File: config.mk
export PLATFORM = sky130hd
export DESIGN_NAME = layer0_writer
export DESIGN_NICKNAME = d
export VERILOG_FILES = /design/src/rtl/layer_pkg.sv /design/src/rtl/layer0_writer_pool_fifo.sv /design/src/rtl/layer0_writer.sv
export SDC_FILE = /design/constraint.sdc
export NUM_CORES = 1
export LEC_CHECK = 0
export ABC_AREA = 0
export ABC_CLOCK_PERIOD_IN_PS = 3400
export CAP_MARGIN = 30
export CORE_MARGIN = 2
export CORE_UTILIZATION = 52
export DETAILED_ROUTE_END_ITERATION = 16
export PLACE_DENSITY = 0.76
export SLEW_MARGIN = 5
export SYNTH_ARGS = -nofsm -noshare
export SYNTH_HDL_FRONTEND = slang
export SYNTH_SLANG_ARGS = --single-unit
File: constraint.sdc
create_clock -name clk -period 3.4 [get_ports clk]
set_input_delay 0.51 -clock clk [delete_from_list [all_inputs] [get_ports clk]]
set_output_delay 0.51 -clock clk [all_outputs]
set_load 0.1 [all_outputs]
File: src/rtl/layer_pkg.sv
// Shared types and encodings for the layer-0 result writer: memory select codes,
// frame geometry and the pooled-result entry carried through the pool buffer.
package layer_pkg;

    localparam int IMG_W = 64;
    localparam int DW    = 20;
    localparam int AW    = 2 * $clog2(IMG_W);

    localparam logic [2:0] CSEL_IDLE = 3'b000;
    localparam logic [2:0] CSEL_L0K0 = 3'b001;
    localparam logic [2:0] CSEL_L0K1 = 3'b010;
    localparam logic [2:0] CSEL_L1K0 = 3'b011;
    localparam logic [2:0] CSEL_L1K1 = 3'b100;

    typedef enum logic [1:0] {
        S_IDLE  = 2'd0,
        S_RUN   = 2'd1,
        S_DRAIN = 2'd2,
        S_DONE  = 2'd3
    } wr_state_t;

    typedef struct packed {
        logic [2:0]    csel;
        logic [AW-1:0] addr;
        logic [DW-1:0] data;
    } pool_entry_t;

endpackage

File: src/rtl/layer0_writer_pool_fifo.sv
// Two-entry buffer holding pooled results until the shared write port has a free cycle.
// A push into a full buffer is dropped and reported on ovf for one cycle.
module pool_fifo
    import layer_pkg::*;
(
    input  logic        clk,
    input  logic        reset,
    input  logic        clr,
    input  logic        push,
    input  pool_entry_t push_entry,
    input  logic        pop,
    output pool_entry_t head,
    output logic        full,
    output logic        empty,
    output logic        ovf
);

    logic [1:0]  cnt_q, cnt_d;
    logic        wp_q, wp_d;
    logic        rp_q, rp_d;
    logic        do_push;
    logic        do_pop;
    pool_entry_t mem_q [2];

    always_comb begin
        do_pop  = pop && (cnt_q != 2'd0);
        do_push = push && ((cnt_q != 2'd2) || do_pop);
        ovf     = push && !do_push;
        cnt_d   = cnt_q;
        wp_d    = wp_q ^ do_push;
        rp_d    = rp_q ^ do_pop;
        unique case ({do_push, do_pop})
            2'b10:   cnt_d = cnt_q + 2'd1;
            2'b01:   cnt_d = cnt_q - 2'd1;
            default: cnt_d = cnt_q;
        endcase
        if (clr) begin
            cnt_d = 2'd0;
            wp_d  = 1'b0;
            rp_d  = 1'b0;
        end
    end

    always_ff @(posedge clk or posedge reset) begin
        if (reset) begin
            cnt_q <= 2'd0;
            wp_q  <= 1'b0;
            rp_q  <= 1'b0;
        end else begin
            cnt_q <= cnt_d;
            wp_q  <= wp_d;
            rp_q  <= rp_d;
        end
    end

    // Storage is pure data: only the occupancy count decides what is valid.
    always_ff @(posedge clk) begin
        if (do_push && !clr) begin
            mem_q[wp_q] <= push_entry;
        end
    end

    assign head  = mem_q[rp_q];
    assign full  = (cnt_q == 2'd2);
    assign empty = (cnt_q == 2'd0);

endmodule

File: src/rtl/layer0_writer.sv
// Layer-0 result writer: ReLU, L0 result writes, on-the-fly 2x2 max-pooling per kernel,
// and pooled L1 writes interleaved into idle cycles of the single write port.
module layer0_writer #(
    parameter int IMG_W = 64,
    parameter int DW    = 20
) (
    input  logic                        clk,
    input  logic                        reset,
    input  logic                        i_start,
    input  logic                        i_valid,
    input  logic                        i_sel,
    input  logic signed [DW-2:0]        i_data,
    output logic                        o_cwr,
    output logic [2:0]                  o_csel,
    output logic [2*$clog2(IMG_W)-1:0]  o_caddr,
    output logic [DW-1:0]               o_cdata,
    output logic                        o_done,
    output logic                        o_err
);
    import layer_pkg::*;

    localparam int HW    = $clog2(IMG_W) - 1;
    localparam int WIN_W = 2 * HW;
    localparam int ADW   = 2 * $clog2(IMG_W);

    function automatic logic [DW-1:0] relu(input logic signed [DW-2:0] x);
        return x[DW-2] ? '0 : {1'b0, x};
    endfunction

    function automatic logic [DW-1:0] umax(input logic [DW-1:0] a, input logic [DW-1:0] b);
        return (a > b) ? a : b;
    endfunction

    wr_state_t            state_q, state_d;
    logic [2:0]           idx_q, idx_d;
    logic [WIN_W-1:0]     win_q, win_d;
    logic [1:0][DW-1:0]   acc_q, acc_d;

    logic                 cwr_q, cwr_d;
    logic [2:0]           csel_q, csel_d;
    logic [ADW-1:0]       caddr_q, caddr_d;
    logic [DW-1:0]        cdata_q, cdata_d;
    logic                 done_q, done_d;
    logic                 err_q, err_d;

    logic                 take;
    logic                 last_in;
    logic [2:0]           idx_cur;
    logic [WIN_W-1:0]     win_cur;
    logic [HW-1:0]        wr;
    logic [HW-1:0]        wc;
    logic [DW-1:0]        v;
    logic [DW-1:0]        pool_max;
    logic                 push;
    logic                 pop;
    pool_entry_t          push_entry;
    pool_entry_t          fifo_head;
    logic                 fifo_full;
    logic                 fifo_empty;
    logic                 fifo_ovf;

    // A start pulse restarts counting in the same cycle, so a coincident input is idx 0 of window 0.
    always_comb begin
        take     = i_valid && (i_start || (state_q == S_RUN));
        idx_cur  = i_start ? 3'd0 : idx_q;
        win_cur  = i_start ? '0 : win_q;
        wr       = win_cur[WIN_W-1:HW];
        wc       = win_cur[HW-1:0];
        v        = relu(i_data);
        pool_max = umax(acc_q[idx_cur[0]], v);
        push     = take && (idx_cur[2:1] == 2'b11);
        pop      = !take && !i_start && !fifo_empty;
        last_in  = take && (idx_cur == 3'd7) && (&win_cur);

        push_entry.csel = idx_cur[0] ? CSEL_L1K1 : CSEL_L1K0;
        push_entry.addr = {{(ADW-WIN_W){1'b0}}, wr, wc};
        push_entry.data = pool_max;
    end

    always_comb begin
        idx_d = idx_cur;
        win_d = win_cur;
        acc_d = acc_q;
        if (take) begin
            idx_d = idx_cur + 3'd1;
            if (idx_cur == 3'd7) begin
                win_d = win_cur + 1'b1;
            end
            acc_d[idx_cur[0]] = (idx_cur[2:1] == 2'b00) ? v : pool_max;
        end
    end

    always_comb begin
        state_d = state_q;
        if (i_start) begin
            state_d = S_RUN;
        end else begin
            unique case (state_q)
                S_IDLE:  state_d = S_IDLE;
                S_RUN:   if (last_in) state_d = S_DRAIN;
                S_DRAIN: if (fifo_empty) state_d = S_DONE;
                S_DONE:  state_d = S_DONE;
                default: state_d = S_IDLE;
            endcase
        end
    end

    // L0 writes own the port whenever an input arrives; pooled results fill the gaps.
    always_comb begin
        cwr_d   = take || pop;
        csel_d  = CSEL_IDLE;
        caddr_d = caddr_q;
        cdata_d = cdata_q;
        if (take) begin
            csel_d  = idx_cur[0] ? CSEL_L0K1 : CSEL_L0K0;
            caddr_d = {wr, idx_cur[1], wc, idx_cur[2]};
            cdata_d = v;
        end else if (pop) begin
            csel_d  = fifo_head.csel;
            caddr_d = fifo_head.addr;
            cdata_d = fifo_head.data;
        end
        done_d = (state_d == S_DONE);
        err_d  = err_q || fifo_ovf || (take && (i_sel != idx_cur[0]));
    end

    pool_fifo u_pool_fifo (
        .clk        (clk),
        .reset      (reset),
        .clr        (i_start),
        .push       (push),
        .push_entry (push_entry),
        .pop        (pop),
        .head       (fifo_head),
        .full       (fifo_full),
        .empty      (fifo_empty),
        .ovf        (fifo_ovf)
    );

    always_ff @(posedge clk or posedge reset) begin
        if (reset) begin
            state_q <= S_IDLE;
            idx_q   <= 3'd0;
            win_q   <= '0;
            cwr_q   <= 1'b0;
            csel_q  <= CSEL_IDLE;
            caddr_q <= '0;
            cdata_q <= '0;
            done_q  <= 1'b0;
            err_q   <= 1'b0;
        end else begin
            state_q <= state_d;
            idx_q   <= idx_d;
            win_q   <= win_d;
            cwr_q   <= cwr_d;
            csel_q  <= csel_d;
            caddr_q <= caddr_d;
            cdata_q <= cdata_d;
            done_q  <= done_d;
            err_q   <= err_d;
        end
    end

    // Accumulators are reloaded at idx 0/1 of every window, so they need no reset.
    always_ff @(posedge clk) begin
        acc_q <= acc_d;
    end

    assign o_cwr   = cwr_q;
    assign o_csel  = csel_q;
    assign o_caddr = caddr_q;
    assign o_cdata = cdata_q;
    assign o_done  = done_q;
    assign o_err   = err_q;

    logic unused_full;
    assign unused_full = fifo_full;

endmodule

==> tab_implementation.tex, run 1 <==
\begin{tabular}{lr}
\hline
Metric & Value \\
\hline
\multicolumn{2}{l}{\textbf{Routing}} \\
\quad Vias & 4571 \\
\quad DRC violation count after routing & 0 \\
\quad Avg Vias per Cell & roughly 5.6 \\
\quad Detailed-router iteration count before antenna repair & 4 \\
\quad Antenna-violating nets left & 0 \\
\quad DRC violation total after the first TritonRoute iteration & around 300 \\
\quad DRT Wirelength & 15.03 mm \\
\quad Avg WL per Cell & roughly 18 µm \\
\multicolumn{2}{l}{\textbf{Floorplanning}} \\
\quad Die Wd & around 120 µm \\
\quad IO Count & 62 \\
\quad Die H & 121.3 µm \\
\quad Core ar. & 0.01335 mm² \\
\quad Number of rows created at floorplan & 42 \\
\quad Starting density of the core & a little over half \\
\quad Die Area & about 0.015 mm² \\
\multicolumn{2}{l}{\textbf{GRT}} \\
\quad First-pass GRT wire length & 24.43 mm \\
\quad Global router's overall resource usage & 22.05\% \\
\quad Number of global-route vias before repair & around 4.8k \\
\quad Congestion Overflow GR & 0 \\
\quad Maximum number of pins on one net before global-route repair & 33 \\
\quad Number of antenna violations at the first check in global routing & 0 \\
\multicolumn{2}{l}{\textbf{Yosys}} \\
\quad Net count after synthesis & 570 \\
\quad Number of distinct library cell variants in the gate-level netlist after synthesis & 44 \\
\quad Mean instance size in the synthesized netlist & between 10 and 15 µm² \\
\quad Synthesized instance count & 523 \\
\quad Mapped Area & slightly above 0.007 mm² \\
\quad Fraction of the yosys area taken by sequential cells & roughly 64\% \\
\quad Count of warnings emitted by yosys & 0 \\
\quad Count of state elements after synthesis & 161 \\
\multicolumn{2}{l}{\textbf{Setup path}} \\
\quad Largest driver fanout on the critical path & 10 \\
\quad Startpoint types & primary input \\
\quad Worst Path Class, Setup & primary input to flip-flop \\
\quad Slowest stage delay, CP & about 470 ps \\
\quad Critical path, cell by cell & clkdlybuf4s50\_1, nor2b\_2, buf\_4, mux2i\_2, inv\_1, ha\_1, a21oi\_1, o21bai\_1, a2111o\_1, a31o\_1, o221ai\_2, buf\_6, mux2i\_1 \\
\quad Combined buffer and inverter count along the critical path & 4 \\
\quad CP delay by family, top & compound AO/OA/AOI/OAI gates \\
\quad Required time reported for the critical path endpoint & 3650 ps \\
\quad Crit-path slowest cell & clkdlybuf4s50\_1 \\
\quad Kind of end point of the critical path & flip-flop \\
\quad Data arrival at the endpoint of the critical path & roughly 3500 ps \\
\multicolumn{2}{l}{\textbf{Timing}} \\
\quad Post-layout min period & 3256 ps \\
\quad Setup violators final & 0 \\
\quad Worst rel slew slack & 34.58\% \\
\quad Achievable clock frequency & around 300 MHz \\
\quad Max-slew violation count & 0 \\
\quad Unrepaired setup endpoints after global routing & yes \\
\quad Actual transition at the worst max-transition pin & 978.2 ps \\
\quad Final worst-path cycle share & a little over nine tenths \\
\quad Hold violation count in the final report & 0 \\
\quad Minimum hold slack & $\sim$250 ps \\
\quad Worst setup skew after layout & about 9 ps \\
\multicolumn{2}{l}{\textbf{Finish}} \\
\quad Antenna Cells & 0 \\
\quad Post-layout util & 66.87\% \\
\quad Fin nets & 672 \\
\quad Final non-filler cell area & 0.008926 mm² \\
\quad Fill cell count & approximately 960 \\
\quad Proportion of layout cells with a drive suffix above 1 & roughly 16\% \\
\quad Area growth, synth to finish & 24.74\% \\
\quad Non-Filler Instances & around 810 \\
\multicolumn{2}{l}{\textbf{Placed design}} \\
\quad RePlAce Congestion & between 0.8 and 0.9 \\
\quad Cell total after placement & approximately 800 \\
\quad Buffers on Ports & 61 \\
\quad Placed wire-length estimate & approximately 10 mm \\
\quad Post-Place Cell Area & between 0.008 and 0.009 mm² \\
\multicolumn{2}{l}{\textbf{Clock tree}} \\
\quad Total number of clock tree sinks & 161 \\
\quad Root Buffer & clkbuf\_16 \\
\quad Bufs on Longest Clock Path & 2 \\
\quad Clock insertion delay at the later pin of the skew report & 430 ps \\
\quad Clock tree from TritonCTS & built \\
\quad Clock transition time at the flip-flop clock pins of the worst setup and hold paths & 60 ps \\
\quad Postcts setup bufs & 0 \\
\quad Maximum level of the CTS H-tree & 4 \\
\quad CTS Buf Count & 17 \\
\multicolumn{2}{l}{\textbf{Flow run}} \\
\quad Maximum capacitance violations & 0 \\
\multicolumn{2}{l}{\textbf{Power}} \\
\quad Leak Pwr & between 0.003 and 0.004 µW \\
\quad Power Total & between 4000 and 5000 µW \\
\quad Maximum VDD drop & roughly 0.00041 V \\
\quad Pwr per Cell Area & 554.2 mW/mm² \\
\multicolumn{2}{l}{\textbf{Worst hold path}} \\
\quad Worst hold-check path type & primary input to async pin \\
\multicolumn{2}{l}{\textbf{Status}} \\
\quad Result of the run & complete, no violations \\
\hline
\end{tabular}
per-layer routing:
metal / track usage (%) / wire [µm] / vias up
met5: 0 / 0 / -
met1: 26.48 / 6367 / 2303
met4: 8.333 / 342 / 0
li1: - / - / 2137
met2: 38.34 / 7753 / 106
met3: 5.451 / 562 / 25
final timing paths:
kind	endpoint	slack [ps]	cells past startpoint	from
min in group clk	o_cdata[16]$_DFFE_PP0P_	490	2	o_cdata[16]$_DFFE_PP0P_
hold / removal	o_done$_DFF_PP0_	250	2	reset
hold reg to reg	o_cdata[16]$_DFFE_PP0P_	490	2	o_cdata[16]$_DFFE_PP0P_
setup reg to reg	acc_q[37]$_DFFE_PP_	370	12	idx_q[0]$_DFF_PP0_
setup / recovery	acc_q[37]$_DFFE_PP_	140	13	i_start
max in group asynchronous	o_cdata[6]$_DFFE_PP0P_	2570	3	reset
synth_stat cells, drive strengths merged:
master	n	area share, %
ha	23	4.0
nand3	9	0.63
mux2i	87	12
a21oi	10	0.70
o21ai	11	0.77
a221o	4	0.56
nand4	4	0.35
buf	7	0.84
inv	30	1.6
a31oi	1	0.087
nor2b	8	0.70
o21bai	1	0.10
o2111ai	1	0.12
a31o	1	0.12
nor3	5	0.42
a2111o	1	0.16
nand2b	26	2.3
and3	2	0.17
clkinv	1	0.070
nor4	2	0.17
nand2	37	1.9
edfxtp	104	44
a211oi	1	0.10
a21o	1	0.10
o21a	1	0.10
mux2	3	0.47
and4	2	0.24
o22ai	3	0.35
xnor2	10	1.2
xor2	3	0.37
clkbuf	20	1.0
or3	1	0.087
nor2	18	0.94
o221ai	25	3.1
and2	3	0.26
dfrtp	57	20
cells in the final DEF, fill, tap and decap left out, types with 4 or more instances in the layout:
cell / synthesis / final
inv_1: 29 / 28
a221o_1: 4 / 4
o221ai_1: 24 / 24
dfrtp_1: 57 / 56
clkbuf_16: 0 / 17
nor2_1: 18 / 17
a21oi_1: 10 / 10
nor2b_1: 8 / 6
xnor2_1: 10 / 10
ha_1: 23 / 23
nand4_1: 4 / 4
bufinv_16: 0 / 4
mux2i_1: 87 / 84
o21ai_0: 10 / 10
buf_4: 1 / 44
nand2_1: 37 / 37
clkdlybuf4s50_1: 0 / 61
nand2b_1: 26 / 26
nand3_1: 9 / 9
clkinvlp_4: 0 / 5
edfxtp_1: 104 / 104
cell type report:
type	instances	area, µm²	area share, %
Inverter	31	117.6	1.318
Multi-Input combinational cell	304	2381	26.68
Sequential cell	161	4551	50.98
Clock buffer	19	452.9	5.074
Clock inverter	13	185.2	2.075
Tap cell	176	220.2	2.467
Timing Repair Buffer	110	1018	11.41
metrics by stage:
step                worst slack [ps]  TNS [ps]
global route                  -3.222    -11.33
detailed placement            -295.1    -16680
CTS                            148.2         0
global placement              -104.0     -5245
floorplan                      62.38         0
finish                         143.9         0
repair_timing:
item / CTS / global route
gates resized for setup: 0 / 6
hold buffers: 0 / 0
endpoints found under the setup margin: 0 / 26
flip-flops by register name, indices dropped and copies added (netlist names):
signal / cells
acc_q: 40
idx_q: 3
o_caddr: 12
o_cdata: 20
o_csel: 3
o_cwr: 1
o_done: 1
o_err: 1
state_q: 2
u_pool_fifo.cnt_q: 2
u_pool_fifo.mem_q: 64
u_pool_fifo.rp_q: 1
u_pool_fifo.wp_q: 1
win_q: 10
logic make-up after synthesis:
| kind of cell | count (synthesis) | synth area share [%] |
|---|---|---|
| buf+inv | 58 | 3.532 |
| mux | 90 | 12.64 |
| flops | 161 | 63.58 |
| compound gates | 61 | 6.435 |
| simple gates | 117 | 8.201 |
| fa+ha+maj | 23 | 4.022 |
| xor+xnor | 13 | 1.591 |
report_power, final:
| part | internal, µW | switching [µW] | total [µW] | leakage [µW] |
|---|---|---|---|---|
| sequential | 2180 | 22.9 | 2210 | 0.00176 |
| clock | 1270 | 763 | 2030 | 0.000297 |
| combinational | 265 | 447 | 712 | 0.00156 |
| total | 3710 | 1230 | 4950 | 0.00362 |
Power figures use the tool's default switching activity.
==> run 2, diff against run 1 <==
--- a/config.mk
+++ b/config.mk
@@ -6,12 +6,12 @@
 export NUM_CORES = 1
 export LEC_CHECK = 0
 export ABC_AREA = 0
-export ABC_CLOCK_PERIOD_IN_PS = 3400
+export ABC_CLOCK_PERIOD_IN_PS = 3030
 export CAP_MARGIN = 30
 export CORE_MARGIN = 2
-export CORE_UTILIZATION = 52
+export CORE_UTILIZATION = 58
 export DETAILED_ROUTE_END_ITERATION = 16
-export PLACE_DENSITY = 0.76
+export PLACE_DENSITY = 0.8
 export SLEW_MARGIN = 5
 export SYNTH_ARGS = -nofsm -noshare
 export SYNTH_HDL_FRONTEND = slang
==> constraint.sdc (replaced) <==
create_clock -name clk -period 3.03 [get_ports clk]
set_input_delay 0.4545 -clock clk [delete_from_list [all_inputs] [get_ports clk]]
set_output_delay 0.4545 -clock clk [all_outputs]
set_load 0.1 [all_outputs]
==> run 2 against run 1 <==
Effect of this change: the run now ends with setup timing left; sequential cell count stayed put; total power is 17% higher; worst hold slack better by 130 ps; critical path depth is 1 lower; first-iteration DRC count is 18% higher; combinational power is 43% higher; utilization is 12 points higher; clock-buffer cell count is 1 higher; design area is 6.0% higher; critical path type is now flip-flop to flip-flop; largest cell class unchanged; largest power group unchanged.
==> tab_implementation.tex, run 2 (synthesized netlist as in run 1, its figures left out) <==
\begin{tabular}{lr}
\hline
Metric & Value \\
\hline
\multicolumn{2}{l}{\textbf{Setup path}} \\
\quad Worst Path Class, Setup & flip-flop to flip-flop \\
\quad Slowest stage delay, CP & $\sim$340 ps \\
\quad Largest driver fanout on the critical path & 8 \\
\quad Kind of end point of the critical path & flip-flop \\
\quad Flop-to-flop setup slack & -140 ps \\
\quad Data arrival at the endpoint of the critical path & $\sim$3400 ps \\
\quad CP delay by family, top & simple AND/OR/NAND/NOR gates \\
\quad Combined buffer and inverter count along the critical path & 4 \\
\quad RR Endpoint & acc\_q[30]\$\_DFFE\_PP\_ \\
\quad Required time reported for the critical path endpoint & 3270 ps \\
\quad Reg2Reg Launch Point & idx\_q[0]\$\_DFF\_PP0\_ \\
\quad Crit-path slowest cell & dfrtp\_1 \\
\quad Start point of the critical path & idx\_q[0]\$\_DFF\_PP0\_ \\
\quad Critical path, cell by cell & nor2b\_4, buf\_12, buf\_6, mux2i\_4, inv\_1, ha\_1, nand4\_1, nor3\_4, nand2\_2, o221ai\_4, buf\_12, mux2i\_1 \\
\quad Startpoint types & flip-flop \\
\quad Cell seen most often among critical-path stages & buf\_12 \\
\quad Register-to-Register Path Depth & 12 \\
\multicolumn{2}{l}{\textbf{Floorplanning}} \\
\quad Number of rows created at floorplan & 40 \\
\quad Core ar. & roughly 0.012 mm² \\
\quad Die Wd & 115.1 µm \\
\quad Die Area & $\sim$0.013 mm² \\
\quad Starting density of the core & between 50\% and 60\% \\
\quad Die H & approximately 120 µm \\
\quad IO Count & 62 \\
\multicolumn{2}{l}{\textbf{Finish}} \\
\quad Area growth, synth to finish & 32.28\% \\
\quad Commonest non-fill, non-tap cell in the layout & edfxtp\_1 \\
\quad Fill cell count & $\sim$670 \\
\quad Most used cells in the layout excluding fill and tap cells & 104 x edfxtp\_1, 89 x buf\_4, 56 x dfrtp\_1 \\
\quad Register containing the most flip-flops in the final layout & u\_pool\_fifo.mem\_q \\
\quad Post-layout util & about 80\% \\
\quad Number of flip-flops in the largest register & 64 \\
\quad Antenna Cells & 0 \\
\quad Fin nets & about 690 \\
\quad Proportion of layout cells with a drive suffix above 1 & between 30 and 40\% \\
\multicolumn{2}{l}{\textbf{GRT}} \\
\quad Congestion Overflow GR & 0 \\
\quad Maximum number of pins on one net before global-route repair & 38 \\
\quad Global router's overall resource usage & 25.86\% \\
\quad Number of global-route vias before repair & 4950 \\
\quad First-pass GRT wire length & between 20 and 30 mm \\
\quad Number of antenna violations at the first check in global routing & 0 \\
\quad Met3 usage & between 5 and 6\% \\
\quad Global route hottest layer & met2 \\
\quad Met2 Track Usage GR & between 40\% and 50\% \\
\quad Met1 layer usage reported by global route & a little under a third \\
\multicolumn{2}{l}{\textbf{Clock tree}} \\
\quad CTS Buf Count & 17 \\
\quad Root Buffer & clkbuf\_16 \\
\quad Total number of clock tree sinks & about 160 \\
\quad Clock insertion delay at the later pin of the skew report & 430 ps \\
\quad Bufs on Longest Clock Path & 2 \\
\quad Number of buffers added to fix hold violations after cts & 0 \\
\quad Clock transition time at the flip-flop clock pins of the worst setup and hold paths & approximately 60 ps \\
\quad Maximum level of the CTS H-tree & 4 \\
\quad Clock tree from TritonCTS & built \\
\multicolumn{2}{l}{\textbf{Power}} \\
\quad Leak Pwr & 0.003809 µW \\
\quad Power Total & between 5000 and 6000 µW \\
\quad Maximum VDD drop & 0.0005136 V \\
\quad Pwr per Cell Area & around 610 mW/mm² \\
\multicolumn{2}{l}{\textbf{Routing}} \\
\quad Avg Vias per Cell & 6.022 \\
\quad DRC violation total after the first TritonRoute iteration & around 350 \\
\quad DRC violation count after routing & 0 \\
\quad Vias & approximately 4.8k \\
\quad DRT Wirelength & roughly 18 mm \\
\quad Detailed-router iteration count before antenna repair & 5 \\
\quad Avg WL per Cell & around 22 µm \\
\quad Antenna-violating nets left & 0 \\
\multicolumn{2}{l}{\textbf{Worst hold path}} \\
\quad Worst hold-check path type & primary input to async pin \\
\multicolumn{2}{l}{\textbf{Timing}} \\
\quad Worst setup skew after layout & roughly 8.4 ps \\
\quad Aggregate negative setup slack & -2804 ps \\
\quad Final worst-path cycle share & 104.5\% \\
\quad Achievable clock frequency & 315.8 MHz \\
\quad Max-slew violation count & 0 \\
\quad Post-layout min period & between 3000 and 4000 ps \\
\quad Actual transition at the worst max-transition pin & between 800 and 900 ps \\
\quad Setup violators final & 60 \\
\quad Unrepaired setup endpoints after global routing & yes \\
\quad Worst rel slew slack & 46.10\% \\
\quad Worst Slack Setup Final & -136.3 ps \\
\quad Hold violation count in the final report & 0 \\
\multicolumn{2}{l}{\textbf{Placed design}} \\
\quad Buffers on Ports & 61 \\
\quad Placed wire-length estimate & 10.21 mm \\
\quad RePlAce Congestion & 0.8199 \\
\multicolumn{2}{l}{\textbf{Status}} \\
\quad Violated checks & setup timing \\
\quad Result of the run & finished, violations left \\
\multicolumn{2}{l}{\textbf{Flow run}} \\
\quad Maximum capacitance violations & 0 \\
\hline
\end{tabular}
## run 2: cell types whose count changed in the layout (fill, tap and decap cells not counted), moves of 8 or more
cell,delta
mux2i_1,-32
buf_4,+45
ha_1,-8
mux2i_2,+13
clkdlybuf4s50_1,-39
mux2i_4,+19
ha_4,+8
## run 2: worst max-delay path by stage
stage	end	slack (ps)	depth (start not counted)
final	acc_q[30]$_DFFE_PP_	-140	12
after global routing	acc_q[10]$_DFFE_PP_	-210	12
after CTS	acc_q[25]$_DFFE_PP_	2	12
after detailed placement	acc_q[25]$_DFFE_PP_	-550	13
after global placement	acc_q[28]$_DFFE_PP_	-400	13
after floorplan	acc_q[10]$_DFFE_PP_	2	14
## run 2: layout make-up
| class | instances | area [µm²] | share of cell area (%) |
|---|---|---|---|
| Timing Repair Buffer | 127 | 1162 | 12.28 |
| Clock buffer | 20 | 478.0 | 5.050 |
| Inverter | 31 | 117.6 | 1.243 |
| Tap cell | 147 | 183.9 | 1.943 |
| Multi-Input combinational cell | 304 | 2820 | 29.80 |
| Clock inverter | 12 | 152.6 | 1.613 |
| Sequential cell | 161 | 4551 | 48.08 |
## run 2: where the power goes
group / switching, µW / total (µW) / internal (µW)
combinational: 598 / 1020 / 421
clock: 878 / 2270 / 1390
sequential: 43.6 / 2500 / 2450
## run 2: metrics by stage
step / cells / hold WS [ps] / instance area (µm²) / worst slack [ps]
after global placement: 765 / 472.3 / 8269 / -396.9
after floorplan: 523 / 461.6 / 7176 / 2.379
after CTS: 797 / 394.4 / 8927 / 2.314
after detailed placement: 765 / 474.0 / 8269 / -549.0
final: 802 / 389.0 / 9465 / -136.3
after global routing: 802 / 424.9 / 9465 / -213.0
## run 2: what timing repair did
item | 4_1_cts | 5_1_grt
gates resized for setup | 8 | 83
pin swaps | 1 | 5
gates cloned | 0 | 1
setup buffers | 0 | 3
setup endpoints to repair | 72 | 72
## run 2: per-layer routing
layer	up-vias	routed length (µm)
met3	42	685
met5	-	0
met2	170	9751
met4	0	435
li1	2176	-
met1	2442	6955
## run 2: tightest hold or removal path, stage by stage
cell and delay, ps:
clkdlybuf4s50_1 410, inv_2 60, buf_4 280
==> run 3, diff against run 2 <==
--- a/config.mk
+++ b/config.mk
@@ -11,6 +11,7 @@
 export CORE_MARGIN = 2
 export CORE_UTILIZATION = 58
 export DETAILED_ROUTE_END_ITERATION = 16
+export GPL_ROUTABILITY_DRIVEN = 0
 export PLACE_DENSITY = 0.8
 export SLEW_MARGIN = 5
 export SYNTH_ARGS = -nofsm -noshare
==> results of run 3 <==
No change in the layout: final DEF, timing and power equal those of run 2.
